--- src/rtl/unsigned_mul_8x8_seq_ctrl.sv ---
// Sequential 8x8 unsigned multiplier: one row pair per cycle over four CALC cycles, with a
// per-column mask that swaps a half adder for an OR to give an approximate product.
module unsigned_mul_8x8_seq_ctrl #(
  parameter logic [27:0] MASK_RESET = 28'h0000000
) (
  input  logic        clk,
  input  logic        rst_n,
  input  logic        in_valid,
  output logic        in_ready,
  input  logic [7:0]  x,
  input  logic [7:0]  y,
  input  logic        cfg_we,
  input  logic [27:0] cfg_mask,
  output logic        cfg_ack,
  output logic        out_valid,
  input  logic        out_ready,
  output logic [15:0] p,
  output logic        busy
);

  typedef enum logic [1:0] {StIdle, StCalc, StDone} state_e;

  state_e      state;
  logic [1:0]  cnt;
  logic [7:0]  xr, yr;
  logic [27:0] mask;
  logic [15:0] acc;

  logic [7:0]  row_a, row_b;
  logic [6:0]  pair_mask;
  logic [9:0]  sum_v, carry_v, pair_val;
  logic [15:0] term, acc_next;

  always_comb begin
    row_a = yr & {8{xr[{cnt, 1'b0}]}};
    row_b = yr & {8{xr[{cnt, 1'b1}]}};
    unique case (cnt)
      2'd0: pair_mask = mask[6:0];
      2'd1: pair_mask = mask[13:7];
      2'd2: pair_mask = mask[20:14];
      default: pair_mask = mask[27:21];
    endcase
    sum_v    = '0;
    carry_v  = '0;
    sum_v[0] = row_a[0];
    sum_v[8] = row_b[7];
    // Column j pairs a[j] with b[j-1]; a set mask bit drops the carry entirely.
    for (int j = 1; j < 8; j++) begin
      sum_v[j]     = pair_mask[j-1] ? (row_a[j] | row_b[j-1]) : (row_a[j] ^ row_b[j-1]);
      carry_v[j+1] = ~pair_mask[j-1] & row_a[j] & row_b[j-1];
    end
    pair_val = sum_v + carry_v;
    term     = {6'd0, pair_val} << {cnt, 1'b0};
    acc_next = acc + term;
  end

  always_ff @(posedge clk) begin
    if (!rst_n) begin
      state     <= StIdle;
      cnt       <= 2'd0;
      acc       <= '0;
      xr        <= '0;
      yr        <= '0;
      mask      <= MASK_RESET;
      p         <= '0;
      out_valid <= 1'b0;
      cfg_ack   <= 1'b0;
      busy      <= 1'b0;
      in_ready  <= 1'b1;
    end else begin
      cfg_ack <= 1'b0;
      unique case (state)
        StIdle: begin
          // A mask write and an accept in the same cycle both land; CALC sees the new mask.
          if (cfg_we) begin
            mask    <= cfg_mask;
            cfg_ack <= 1'b1;
          end
          if (in_valid) begin
            xr       <= x;
            yr       <= y;
            acc      <= '0;
            cnt      <= 2'd0;
            state    <= StCalc;
            in_ready <= 1'b0;
            busy     <= 1'b1;
          end
        end
        StCalc: begin
          acc <= acc_next;
          cnt <= cnt + 2'd1;
          if (cnt == 2'd3) begin
            state     <= StDone;
            p         <= acc_next;
            out_valid <= 1'b1;
          end
        end
        StDone: begin
          if (out_ready) begin
            out_valid <= 1'b0;
            state     <= StIdle;
            in_ready  <= 1'b1;
            busy      <= 1'b0;
          end
        end
        default: state <= StIdle;
      endcase
    end
  end

endmodule

--- config.mk ---
export PLATFORM = sky130hd
export DESIGN_NAME = unsigned_mul_8x8_seq_ctrl
export DESIGN_NICKNAME = d
export VERILOG_FILES = /design/src/rtl/unsigned_mul_8x8_seq_ctrl.sv
export SDC_FILE = /design/constraint.sdc
export NUM_CORES = 1
export LEC_CHECK = 0
export CAP_MARGIN = 20
export CELL_PAD_IN_SITES_DETAIL_PLACEMENT = 1
export CELL_PAD_IN_SITES_GLOBAL_PLACEMENT = 2
export CORE_ASPECT_RATIO = 0.9
export CORE_MARGIN = 4
export CORE_UTILIZATION = 39
export CTS_CLUSTER_SIZE = 40
export DETAILED_ROUTE_END_ITERATION = 16
export DONT_BUFFER_PORTS = 1
export GPL_ROUTABILITY_DRIVEN = 0
export PLACE_DENSITY = 0.88
export SYNTH_ARGS = -nofsm -noshare
export SYNTH_HDL_FRONTEND = slang
export SYNTH_SLANG_ARGS = --single-unit
--- constraint.sdc ---
create_clock -name clk -period 13.41 [get_ports clk]
set_clock_uncertainty 0.05 [all_clocks]
set_input_delay 3.3525 -clock clk [delete_from_list [all_inputs] [get_ports clk]]
set_output_delay 3.3525 -clock clk [all_outputs]
set_load 0.01 [all_outputs]
After elaboration in Yosys (flattened, before gate mapping)
Cells that the tools add are included.

storage, ports and cells
  register bits = 84
  bits of input ports = 49
  output and inout bits = 20

operators by class
  add/sub/neg operators = 3
  magnitude comparators = 2
  eq/ne operators = 8
  shift operators = 1
  mux-type cells = 29
  bitwise operators = 37
  reduce and logical (&&, ||, !) cells = 13

operators with widths
  kind                                                                   number
  16-bit one-hot mux with 2 select lines                                 1
  7-bit one-hot mux with 3 select lines                                  1
  16-bit adder                                                           1
  8-bit AND                                                              2
  16-bit two-way mux                                                     1
  10-bit by 3-bit << shifter with 16-bit output                          1
  1-bit two-way mux                                                      15
  1-bit AND                                                              14
  9-bit by 9-bit adder with 10-bit output                                1
  2-bit AND reduction                                                    5
  3-bit AND reduction                                                    3
  3-bit by 4-bit < comparator with 1-bit output, second input constant   2
  2-bit two-way mux                                                      4
  1-bit inverter                                                         7
  1-bit bitwise OR                                                       7
  1-bit XOR                                                              7
  2-bit equality test, second input constant                             3
  2-bit inequality test, second input constant                           3
  1-bit one-hot mux with 2 select lines                                  3
  2-bit one-hot mux with 3 select lines                                  1
  2-bit nonzero test                                                     3
  1-bit binary-select mux with 2-bit select                              2
  2-bit by 1-bit equality test with 1-bit output, second input constant  2
  2-bit zero test                                                        2
  2 further kinds                                                        2

Logic depth before layout (Yosys ltp)
Gate-level depths: netlist (run 1).

  word-level depth = 9
  gate-level depth with buffers = 23
  mapped depth without buffers = 21

Worst setup path before layout (run 1)
Ideal clock, no wire load.

  path kind = register to register
  start point = reg cnt[0]
  end point = reg acc[15]
  setup time = 0.124 ns
  arrival time = 4.678 ns
  required time = 13.236 ns
  slack = 8.558 ns
  cell stages (with the launch flop) = 23
  path buffers = 1
  path through = dfxtp_1 -> buf_2 -> clkinv_1 -> ha_1 -> a222oi_1 -> a21oi_1 -> nor2_1 -> a21oi_1 -> ha_1 -> fa_1 -> a21o_1 -> a21o_1 -> and4b_4 -> nor3_2 -> o21ai_1 -> a22o_1 -> ha_1 -> a21oi_1 -> o21ai_0 -> nor4_1 -> a21oi_1 -> xnor2_1 -> o21ai_0

on the way
  cells in the longest elaborated chain, start to end = 9
  elaborated cells on any way between the ends = 56
  classes of those cells = add/sub (2); eq/ne (2); shift (1); mux (13); bitwise (37); reduce/logical (1)

ends and longest elaborated chain
  element                                                                  line    RTL
  start: declaration                                                       24      logic [1:0] cnt;
  start signal: assignment                                                 91      cnt <= cnt + 2'd1;
  1-bit binary-select mux with 2-bit select, or another cell as far along  35      row_a = yr & {8{xr[{cnt, 1'b0}]}};
  1-bit two-way mux (not written as such), or another cell as far along    35
  8-bit AND, or another cell as far along                                  35
  1-bit XOR, or another cell as far along                                  49      sum_v[j] = pair_mask[j-1] ? (row_a[j] | row_b[j-1]) : (row_a[j] ^ row_b[j-1]);
  1-bit two-way mux or 1-bit AND (tied branches)                           49, 50
  9-bit by 9-bit adder with 10-bit output                                  52      pair_val = sum_v + carry_v;
  10-bit by 3-bit << shifter with 16-bit output *                          53      term = {6'd0, pair_val} << {cnt, 1'b0};
  16-bit adder *                                                           54      acc_next = acc + term;
  16-bit one-hot mux with 2 select lines *                                 72      unique case (state)
  end signal: assignment                                                   90      acc <= acc_next;
  end: declaration                                                         27      logic [15:0] acc;

Every way passes the cells marked *; elsewhere a longest branch is shown, timed or not. The select of a mux whose other input is x is not followed.
A chain may end at the register's enable or synchronous reset.

Final worst setup path (run 1)
  start point = reg cnt[0]
  end point = reg p[15]

on the way
  cells in the longest elaborated chain, start to end = 8
  elaborated cells on any way between the ends = 57
  classes of those cells = add/sub (2); eq/ne (3); shift (1); mux (12); bitwise (37); reduce/logical (2)

ends and longest elaborated chain
  element                                                                  line    RTL
  1-bit binary-select mux with 2-bit select, or another cell as far along  35
  1-bit two-way mux (not written as such), or another cell as far along    35
  8-bit AND, or another cell as far along                                  35
  1-bit XOR, or another cell as far along                                  49
  1-bit two-way mux or 1-bit AND (tied branches)                           49, 50
  9-bit by 9-bit adder with 10-bit output                                  52
  10-bit by 3-bit << shifter with 16-bit output                            53
  16-bit adder                                                             54
  end signal: assignment                                                   94      p <= acc_next;
  end: declaration                                                         17      output logic [15:0] p,

Several ways; a longest one is shown, not always the timed one. The select of a mux whose other input is x is not followed.

==> impl_metrics.json, run 1 <==
{
  "status": "complete, no violations",
  "p_per_area_nw_per_um2": 116,
  "die_h_um": 113,
  "final_layout_size_suffix_gt1_share_pct": 5.25,
  "rows": 37,
  "irDropWorstVdd_mv": 0.0811,
  "drt_iter0_markers": 218,
  "die_area_um2": 14000,
  "finalSetupTns_ns": 0,
  "crit_path_end_kind": "flop",
  "slowest_delay_ns": 0.90,
  "drv_slew": 0,
  "start_util_pct": 40.6,
  "drt_pass1_iterations": 4,
  "drv_cap": 0,
  "startpoint_type": "flop",
  "clock-sinks": 84,
  "cts_tree": "yes",
  "yosysWarnings": 0,
  "diodes": 0,
  "synth_edf_count": 0,
  "most-common-layout-cells": "nand2_1, a21oi_1, dfxtp_1",
  "coreArea_um2": 11700,
  "fin_crit_sh_pct": 46.6,
  "vias": 4273,
  "slew_headroom_pct": 31.4,
  "grt_usage_pct": 20.5,
  "hpwl_um": 10100,
  "syn_avg_cell_area_um2": 7.60,
  "num_io_pins": 69,
  "path_max_fanout": 24,
  "crit_type": "reg -> reg",
  "worst_pin_slew_ns": 1.03,
  "grt_pass1_wl_um": 23000,
  "antenna_found_initial": 0,
  "critPathSlowestCell": "dfxtp_1",
  "root_buffer": "clkbuf_16",
  "period_minus_slack_ns": 6.25,
  "postRouteAntennaNets": 0,
  "synth_seq_area_share_pct": 35.5,
  "finalPower_w": 0.000593,
  "hold_viol": 0,
  "wl_met1_um": 6580,
  "highest_layer": "met4",
  "netlist_area_um2": 4730,
  "synth.distinct_cells": 51,
  "cp.required_ns": 13.54,
  "overflow": 0,
  "dieWidth_um": 124,
  "wl_met3_um": 502,
  "cts_setup_buffers": 0,
  "hp-class": "reg -> reg",
  "cts_resized": 0,
  "rsz0062_at_grt": "no",
  "syn_inst": 623,
  "wl_per_cell_um": 17.7,
  "drt-total-wl_um": 13600,
  "cts_buffers": 9,
  "fin_nets": 689,
  "grt_max_degree": 54,
  "async_reset_ff_share_pct": 0,
  "arrival_ns": 6.38,
  "drc": 0,
  "dr_wl_met2_um": 6390,
  "postCtsHoldBufs": 0,
  "synth.ff_latch_count": 84,
  "layout.cells.most_common": "nand2_1",
  "viasPerCell": 5.58,
  "cts_buffer_depth": 2,
  "leakagePower_nw": 2.00,
  "synthFlopType": "dfxtp_1",
  "clk_latency_ns": 0.34,
  "h-tree-depth": 3,
  "synth_fp_nets": 707,
  "path_cells": "clkinv_1 -> ha_1 -> a222oi_1 -> nand2_1 -> o21ai_0 -> o21ai_0 -> fa_1 -> a21o_1 -> a21o_1 -> and4b_4 -> nor3_2 -> o21ai_1 -> a22o_1 -> ha_1 -> a21oi_1 -> o21ai_0 -> nor4_1 -> a21oi_1 -> xnor2_1 -> a21oi_1",
  "grt_pass1_vias": 4530,
  "timing.fmax_mhz": 160,
  "fillers": 1463,
  "finalSetupViolCount": 0,
  "area_growth_pct": 7.96,
  "cts.clk_slew.worst_paths_ns": 0.06,
  "portBuffers": 0
}
final cells by class:
cell class / count / area [µm²] / share of cell area, %
clock buffers: 11 / 243 / 4.75
clock inverters: 5 / 60.1 / 1.18
inverters: 12 / 45.0 / 0.881
multi-input cells: 496 / 2870 / 56.2
flip-flops and latches: 84 / 1680 / 32.9
well taps: 156 / 195 / 3.82
repair buffers: 2 / 15.0 / 0.294
power by group:
part	switching (W)	internal, W
clock	0.000105	0.000150
sequential	0.00000949	0.000260
combinational	0.0000462	0.0000216
cell usage after synthesis, types with 6 or more instances:
library cell,n,area [µm²]
a21o_1,8,60.1
a21oi_1,100,500
a222oi_1,7,70.1
and2_1,7,43.8
buf_2,12,60.1
clkbuf_1,14,52.6
dfxtp_1,84,1680
ha_1,33,413
inv_1,8,30.0
nand2_1,174,653
nand3_1,17,85.1
nor2_1,30,113
o211ai_1,6,45.0
o21a_1,6,45.0
o21ai_0,28,140
xnor2_1,9,78.8
xor2_1,8,70.1
state kept, by name (all words and copies together) (netlist names):
register / cells
acc: 16
busy: 1
cfg_ack: 1
cnt: 2
in_ready: 1
mask: 28
out_valid: 1
p: 16
state: 2
xr: 8
yr: 8
per-stage QoR:
| step | setup slack, ns | instance area, µm² | hold slack, ns | util (%) | instances |
|---|---|---|---|---|---|
| 2_1_floorplan | 8.56 | 4730 | 0.380 | - | 623 |
| 3_3_place_gp | 7.65 | 4810 | 0.392 | 41.2 | 750 |
| 3_5_place_dp | 7.28 | 4810 | 0.402 | 41.2 | 750 |
| 6_report | 7.16 | 5110 | 0.410 | 43.8 | 766 |
| 4_1_cts | 7.20 | 5110 | 0.410 | 43.8 | 766 |
| 5_1_grt | 6.59 | 5110 | 0.427 | 43.8 | 766 |
path summary, 6_finish.rpt:
| kind | slack (ns) | end | startpoint | cells after the start |
|---|---|---|---|---|
| worst max-delay path | 7.16 | p[15] | cnt[0] | 20 |
| worst min-delay path | 0.41 | xr[1] | xr[1] | 2 |
| worst max register to register | 7.16 | p[15] | cnt[0] | 20 |
| worst min register to register | 0.41 | xr[1] | xr[1] | 2 |
cells by family after synthesis:
logic type,Yosys count,synth area share [%]
simple gates,254,22.9
mux,7,2.01
compound gates,183,23.0
flops,84,35.5
buf+inv,43,3.83
fa+ha+maj,35,9.57
xor+xnor,17,3.15
critical path: cells and delay by family, from the launching register on:
family / cells / cell delay [ns]
AOI/OAI and AO/OA: 11 / 2.27
buffers and inverters: 1 / 0.51
adders and majority gates: 3 / 1.31
DFF: 1 / 0.90
xor gates and xnor gates: 1 / 0.21
and+or+nand+nor: 4 / 0.85
per-layer routing:
| metal | up-vias | track usage (%) |
|---|---|---|
| met5 | - | 0 |
| met4 | 0 | 3.07 |
| met3 | 12 | 4.99 |
| met2 | 55 | 33.2 |
| met1 | 2071 | 28.2 |
| li1 | 2135 | - |
Power figures use the tool's default switching activity.
==> run 2, diff against run 1 <==
- CORE_UTILIZATION: 39 -> 37
- PLACE_DENSITY: 0.88 -> 0.84
- clock period: 13.41 -> 6.12 ns (I/O delays scaled with it)
==> run 2 against run 1 <==
Effect of this change: setup slack lost 6.3 ns; clock-buffer cell count is the same; critical path depth is the same; sequential cell count is the same; sequential share of layout area grew 0.14 points; combinational power grew 130%; total power grew 110%; critical endpoint unchanged; highest routed layer unchanged.
==> impl_metrics.json, run 2 (same netlist as run 1, synthesis figures left out) <==
{
  "dr_wl_met2_um": 6280,
  "grt_max_degree": 57,
  "worst_pin_slew_ns": 0.973,
  "fin_crit_sh_pct": 86.4,
  "fillers": 1534,
  "h-tree-depth": 3,
  "postCtsHoldBufs": 0,
  "worst_slack_ns": 0.833,
  "top_register": "mask",
  "cts_buffer_depth": 2,
  "hold_start": "mask[25]",
  "hpwl_um": 10300,
  "clock-sinks": 84,
  "whs_path_depth": 2,
  "drv_slew": 0,
  "top_regs": "mask (28), acc (16), p (16)",
  "cts_setup_buffers": 0,
  "drt_pass1_iterations": 4,
  "postRouteAntennaNets": 0,
  "startpoint": "cnt[0]",
  "portBuffers": 0,
  "rr_endpoint": "p[15]",
  "grt_pass1_vias": 4626,
  "startpoint_type": "flop",
  "crit_path_end_kind": "flop",
  "cts.clk_slew.worst_paths_ns": 0.06,
  "r2r_cells": 20,
  "hold_end": "mask[25]",
  "finalSetupTns_ns": 0,
  "viasPerCell": 5.56,
  "diodes": 0,
  "irDropWorstVdd_mv": 0.138,
  "wl_met1_um": 6610,
  "fin_nets": 690,
  "cts_resized": 0,
  "finalSetupViolCount": 0,
  "rows": 38,
  "hold_viol": 0,
  "clk_latency_ns": 0.35,
  "hp-class": "reg -> reg",
  "die_h_um": 115,
  "root_buffer": "clkbuf_16",
  "grt_pass1_wl_um": 23100,
  "final_layout_size_suffix_gt1_share_pct": 5.25,
  "grt_usage_pct": 19.7,
  "num_io_pins": 69,
  "cts_buffers": 9,
  "timing.fmax_mhz": 189,
  "antenna_found_initial": 0,
  "period_minus_slack_ns": 5.29,
  "largest_reg_flops": 28,
  "drc": 0,
  "cts_tree": "yes",
  "slew_headroom_pct": 35.0,
  "die_area_um2": 14700,
  "p_per_area_nw_per_um2": 245,
  "drt_iter0_markers": 198,
  "layout.cells.most_common": "nand2_1",
  "rsz0062_at_grt": "no",
  "pre_cts_ws_ns": 0.923,
  "dpl.cell_count": 755,
  "drt-total-wl_um": 13700,
  "crit_type": "reg -> reg",
  "start_util_pct": 38.6,
  "coreArea_um2": 12300,
  "vias": 4280,
  "status": "complete, no violations",
  "path_max_fanout": 9,
  "cp.required_ns": 6.26,
  "most-common-layout-cells": "nand2_1, a21oi_1, dfxtp_1",
  "highest_layer": "met4",
  "reg2reg_from": "cnt[0]",
  "overflow": 0,
  "wl_per_cell_um": 17.8,
  "arrival_ns": 5.43,
  "drv_cap": 0,
  "stdcell_count": 770,
  "ff2ff_setup_slack_ns": 0.83,
  "area_growth_pct": 7.51,
  "leakagePower_nw": 1.99,
  "wl_met3_um": 560,
  "dieWidth_um": 127
}
## run 2: cell types whose count changed in the layout (fill, tap and decap cells not counted), sizes merged
cell	previous run	this run
bufinv	1	0
buf	2	3
clkinv	4	5
inv	11	10
## run 2: routing by layer
layer  GRT usage [%]  vias up
met5               0        -
li1                -     2137
met2            32.3       72
met4            7.65        0
met3            3.99       17
met1            25.6     2054
## run 2: how the worst max path moves through the flow
stage	endpoint	slack, ns	depth (start not counted)
after detailed placement	p[13]	0.92	21
final	p[15]	0.83	20
after global routing	p[15]	0.36	20
after CTS	p[15]	0.85	21
after floorplan	acc[15]	1.27	22
after global placement	p[15]	1.07	21
## run 2: final cells by class
cell class	instances	area, µm²	area share [%]
clock buffer	11	243	4.77
tap	160	200	3.93
multi-input combinational	496	2870	56.4
inverter	12	45.0	0.885
clock inverter	4	26.3	0.516
sequential	84	1680	33.0
timing repair buffer	3	22.5	0.443
## run 2: power breakdown
part           internal [W]  switching (W)
Clock              0.000283       0.000222
Combinational     0.0000478       0.000106
Sequential         0.000571      0.0000170
Total              0.000901       0.000344
## run 2: worst max-delay path, cell delays in order, from the launching register on
cell	delay (ns)
dfxtp_1	0.34
clkinv_1	0.27
ha_1	0.42
a222oi_1	0.39
nand2_1	0.10
o21ai_0	0.20
o21ai_0	0.25
fa_1	0.48
a21o_1	0.18
a21o_1	0.20
and4b_4	0.21
nor3_2	0.24
o21ai_1	0.12
a22o_1	0.25
ha_1	0.37
a21oi_1	0.24
o21ai_0	0.17
nor4_1	0.26
a21oi_1	0.12
xnor2_1	0.19
a21oi_1	0.09
## run 2: through the flow
stage | power [W] | instance area [µm²] | util, % | hold slack (ns)
after detailed placement | 0.000752 | 4820 | 39.3 | 0.401
after CTS | 0.00126 | 5090 | 41.5 | 0.410
after global routing | 0.00130 | 5090 | 41.5 | 0.422
final | 0.00125 | 5090 | 41.5 | 0.410
after global placement | 0.000745 | 4820 | 39.3 | 0.392
after floorplan | 0.000713 | 4730 | - | 0.380
